**config.mk**
```make
export PLATFORM = sky130hd
export DESIGN_NAME = beat_packer
export DESIGN_NICKNAME = d
export VERILOG_FILES = /design/src/rtl/beat_packer.sv
export SDC_FILE = /design/constraint.sdc
export NUM_CORES = 1
export LEC_CHECK = 0
export BUFFER_PORTS_ARGS = -buffer_cell sky130_fd_sc_hd__buf_2
export CAP_MARGIN = 40
export CELL_PAD_IN_SITES_DETAIL_PLACEMENT = 2
export CELL_PAD_IN_SITES_GLOBAL_PLACEMENT = 2
export CORE_AREA = 8 8 85 124
export CTS_BUF_LIST = sky130_fd_sc_hd__clkbuf_16
export CTS_CLUSTER_DIAMETER = 80
export CTS_CLUSTER_SIZE = 25
export DETAILED_ROUTE_END_ITERATION = 7
export DIE_AREA = 0 0 93 132
export PLACE_DENSITY_LB_ADDON = 0.1
export SETUP_SLACK_MARGIN = 0.1
export SYNTH_ARGS = -nofsm -noshare
export SYNTH_HDL_FRONTEND = slang
export SYNTH_SLANG_ARGS = --single-unit
```
**constraint.sdc**
```tcl
create_clock -name clk -period 2.75 [get_ports clk]
set_input_delay 0 -clock clk [delete_from_list [all_inputs] [get_ports clk]]
set_output_delay 0 -clock clk [all_outputs]
set_load 0.02 [all_outputs]
```
**src/rtl/beat_packer.sv**
```systemverilog
// beat_packer: narrow-to-wide stream packer with a registered output stage.
// Collects RATIO beats of IN_WIDTH bits, lowest slot first, into one wide word.
// A beat with i_last set closes the word early. o_mask shows which slots hold data.
//
// Ports:
//   clk, rstn          clock, asynchronous active-low reset
//   i_valid/i_ready    input beat handshake (i_ready = !o_valid || o_ready)
//   i_data, i_last     input beat and end-of-packet marker
//   o_valid/o_ready    output word handshake
//   o_data             packed word, slot k at [k*IN_WIDTH +: IN_WIDTH]
//   o_mask             bit k set when slot k holds a beat
//   o_last             word ends a packet
module beat_packer #(
  parameter int IN_WIDTH = 8,
  parameter int RATIO    = 4
) (
  input  logic                      clk,
  input  logic                      rstn,
  input  logic                      i_valid,
  output logic                      i_ready,
  input  logic [IN_WIDTH-1:0]       i_data,
  input  logic                      i_last,
  output logic                      o_valid,
  input  logic                      o_ready,
  output logic [IN_WIDTH*RATIO-1:0] o_data,
  output logic [RATIO-1:0]          o_mask,
  output logic                      o_last
);

  localparam int CW    = $clog2(RATIO);
  localparam int ACC_W = (RATIO - 1) * IN_WIDTH;

  if (RATIO < 2 || (RATIO & (RATIO - 1)) != 0) begin : g_bad_ratio
    $fatal(1, "beat_packer: RATIO must be a power of 2 and >= 2");
  end
  if (IN_WIDTH < 1) begin : g_bad_width
    $fatal(1, "beat_packer: IN_WIDTH must be >= 1");
  end

  logic [CW-1:0]             cnt;
  logic [ACC_W-1:0]          acc;
  logic [RATIO-2:0]          acc_mask;
  logic                      accept;
  logic                      complete;
  logic [IN_WIDTH*RATIO-1:0] word;
  logic [RATIO-1:0]          word_mask;

  assign i_ready  = !o_valid || o_ready;
  assign accept   = i_valid && i_ready;
  assign complete = (cnt == CW'(RATIO - 1)) || i_last;

  // Word to load on a completing beat: accumulated slots plus the current
  // beat in slot cnt; slots above cnt stay zero.
  always_comb begin
    word = '0;
    word[ACC_W-1:0] = acc;
    word[int'(cnt) * IN_WIDTH +: IN_WIDTH] = i_data;
    word_mask = {1'b0, acc_mask};
    word_mask[cnt] = 1'b1;
  end

  always_ff @(posedge clk or negedge rstn) begin
    if (!rstn) begin
      cnt      <= '0;
      acc      <= '0;
      acc_mask <= '0;
      o_valid  <= 1'b0;
      o_data   <= '0;
      o_mask   <= '0;
      o_last   <= 1'b0;
    end else if (accept && complete) begin
      // Also covers a simultaneous drain: the new word replaces the old one.
      o_data   <= word;
      o_mask   <= word_mask;
      o_last   <= i_last;
      o_valid  <= 1'b1;
      acc      <= '0;
      acc_mask <= '0;
      cnt      <= '0;
    end else begin
      if (accept) begin
        acc[int'(cnt) * IN_WIDTH +: IN_WIDTH] <= i_data;
        acc_mask[cnt] <= 1'b1;
        cnt <= cnt + CW'(1);
      end
      if (o_valid && o_ready) begin
        o_valid <= 1'b0;
      end
    end
  end

endmodule

```
==> metrics.txt <==
outcome=completed; fin crit share=0.8224; via count=2532; Post-CTS Resized=0; first-pass GRT wire length=16790 um; critical path fanouts, max=13; CP Cell Sequence=inv_1, ha_1, nor4bb_4, and4_1, a22o_1; wire length per cell=23.29 um; initial antenna violation count=0; Die Ht=132 um; IR drop worst, VDD=444.3 uV; Reg2Reg Setup Slack=0.49 ns; worst reg2reg endpoint=acc[4]; Slew @ Worst Pin=0.5504 ns; static leakage=1.715 nW; maximum clock path buffer count=2; total power=3.353 mW; Num CTS Buffers=9; Post-DRT Antenna Nets=0; Synth Cell Area=3058 um^2; num ports=52; synth unique cells=31; CP max stage cell=dfrtp_1; f_max=442.1 MHz; hpwl dp=6990 um; Register Area=1677 um^2; endpoint class of the critical path=flip-flop; Yosys warning total=0; Syn Area/Cell=11.33 um^2; nets=347; Die W=93 um; Hold Path Class=in2reg; clock sinks=67; die area=12280 um^2; number of max-cap violations=0; reg-to-reg startpoint=cnt[0]; initial core utilization=0.3505; CTS tree=done; area delta synth->final=24.59%; share of cells above drive strength 1=0.2771; multi-input logic area=1229 um^2; clock-pin slew on the worst setup and hold paths=0.06 ns; worst hold start=i_data[1]; cells after synthesis=270; critical path data arrival time=2.53 ns; Yosys reg bits=67; site row count=42; PwrDens=880.2 nW/um^2; Post-route DRC=0; WHS Path Cells=3; WP data required=3.01 ns; register area share after synthesis=0.5483; Core Region=8723 um^2; relative slew slack=0.6315; Vias/cell=5.729; CP max stage delay=0.60 ns; RSZ-0062 raised after global routing=no; setup TNS=0 ns; GRT Resource Usage Total=0.1780; fillers=967; Final Hold Fails=0; cts hold-fix bufs=2; htree depth=3; setup bufs post-CTS=0; Final Max Tran Viols=0; 1st-iter DRT viols=88; Layout Skew=0.004354 ns; 1st-pass router iterations=4; largest net degree at the start of global routing=39; PortBufs=51; critical path buffer and inverter count=1; CP Class=reg2reg; post-synth net total=290; diode count=0; Reg2Reg Depth=5; Hold Path End=acc[9]; CP delay by family, top=simple AND/OR/NAND/NOR gates; vias in the first global route=2933; # setup viols final=0; global route total overflow=0; min cycle time layout=2.262 ns; WL final=10290 um; clock root cell=clkbuf_16; Worst-Skew Late Latency=0.33 ns; GP Congestion=0.7553; crit path launch type=flip-flop
-- cells in the mapped netlist (all sizes together) --
cell	count	area, um^2
nor2b	13	81.33
and3	1	6.260
or2	1	6.260
a41oi	3	26.28
a32oi	6	52.55
nand2b	5	31.28
nand3	6	35.03
o21ai	3	15.01
inv	6	22.52
nor4bb	1	25.02
and4b	1	10.01
nor3	2	10.01
a32o	11	110.1
o2bb2ai	6	52.55
o211ai	3	37.54
nor2	9	33.78
ha	7	87.58
a21oi	28	140.1
buf	17	108.9
a22o	17	148.9
nor4b	1	23.77
nor3b	1	12.51
and4	1	8.760
nand2	10	37.54
and2	1	6.260
a31oi	36	225.2
dfrtp	67	1677
clkbuf	7	26.28
-- layout make-up --
type | count | share of cell area
clock buffers | 9 | 0.05911
multi-input cells | 173 | 0.3225
clock inverters | 7 | 0.02397
inverters | 6 | 0.005911
repair buffers | 70 | 0.1123
flip-flops and latches | 67 | 0.4401
well taps | 110 | 0.03612
-- worst min-delay path, cell delays in order --
cell and delay (ns):
buf_2 0.16, nand2_1 0.09, o2bb2ai_1 0.06
-- logic make-up (layout without fill, tap and decap cells) --
| kind of cell | count (synthesis) | after routing | share of synthesized area |
|---|---|---|---|
| AND/OR/NAND/NOR | 53 | 53 | 0.1072 |
| buffers and inverters | 30 | 92 | 0.05155 |
| AO/OA/AOI/OAI | 113 | 113 | 0.2643 |
| flip-flops | 67 | 67 | 0.5483 |
| adder cells (fa/ha/maj) | 7 | 7 | 0.02864 |
-- through the flow --
stage	hold slack, ns	cells	setup slack (ns)	instance area (um^2)	util
2_1_floorplan	-0.2956	270	0.8069	3058	-
3_3_place_gp	0.1479	423	0.6054	3453	0.3959
3_5_place_dp	-0.01498	424	0.4483	3473	0.3982
4_1_cts	0.01068	442	0.4547	3810	0.4367
5_1_grt	0.03864	442	0.3573	3810	0.4367
6_report	0.02193	442	0.4883	3810	0.4367
-- power breakdown --
part           internal [mW]  switching (mW)  leakage [nW]  total, mW
clock network          0.792           0.441         0.156       1.23
registers               1.14          0.0938         0.863       1.23
logic                  0.315           0.572         0.696      0.887
total                   2.25            1.11          1.72       3.35
-- registers in the layout, summed over array words and instances (netlist names) --
name      flops
o_last        1
acc          24
acc_mask      3
o_valid       1
cnt           2
o_mask        4
o_data       32
-- how the worst max path moves through the flow --
stage / start / endpoint / cells after the start
finish: cnt[0] / acc[4] / 5
floorplan: cnt[0] / acc[0] / 8
CTS: cnt[0] / acc[7] / 5
detailed placement: cnt[0] / acc[7] / 5
global route: cnt[0] / acc[4] / 5
global placement: cnt[0] / acc[1] / 5
-- layout by cell type (no fill, tap or decap) --
cell type      count
ha_1               7
clkinv_2           3
inv_6              1
nand2b_1           5
nor4bb_4           1
a21oi_1           28
and3_1             1
nor3_1             1
inv_1              6
o21ai_0            3
dfrtp_1           67
nand2_1           10
buf_12             2
nor2_1             9
o211ai_2           3
buf_2             51
a22o_1            17
nand3_1            5
a32oi_1            6
and2_1             1
and4_1             1
and4b_1            1
buf_4             15
clkbuf_16          9
dlygate4sd3_1      2
nor3b_2            1
nor4b_4            1
bufinv_16          2
nand3_2            1
nor3_2             1
o2bb2ai_1          6
a31oi_1           36
a41oi_1            3
clkinvlp_4         1
nor2b_1           13
a32o_1            11
or2_1              1
-- metal layers --
metal	global-route usage	up-vias	part of all wire
li1	-	1148	-
met1	0.2177	1328	0.44
met5	0	-	0
met4	0.05671	0	0.012
met3	0.04105	8	0.033
met2	0.2975	48	0.51
No activity file was read; power rests on OpenSTA's default activity.
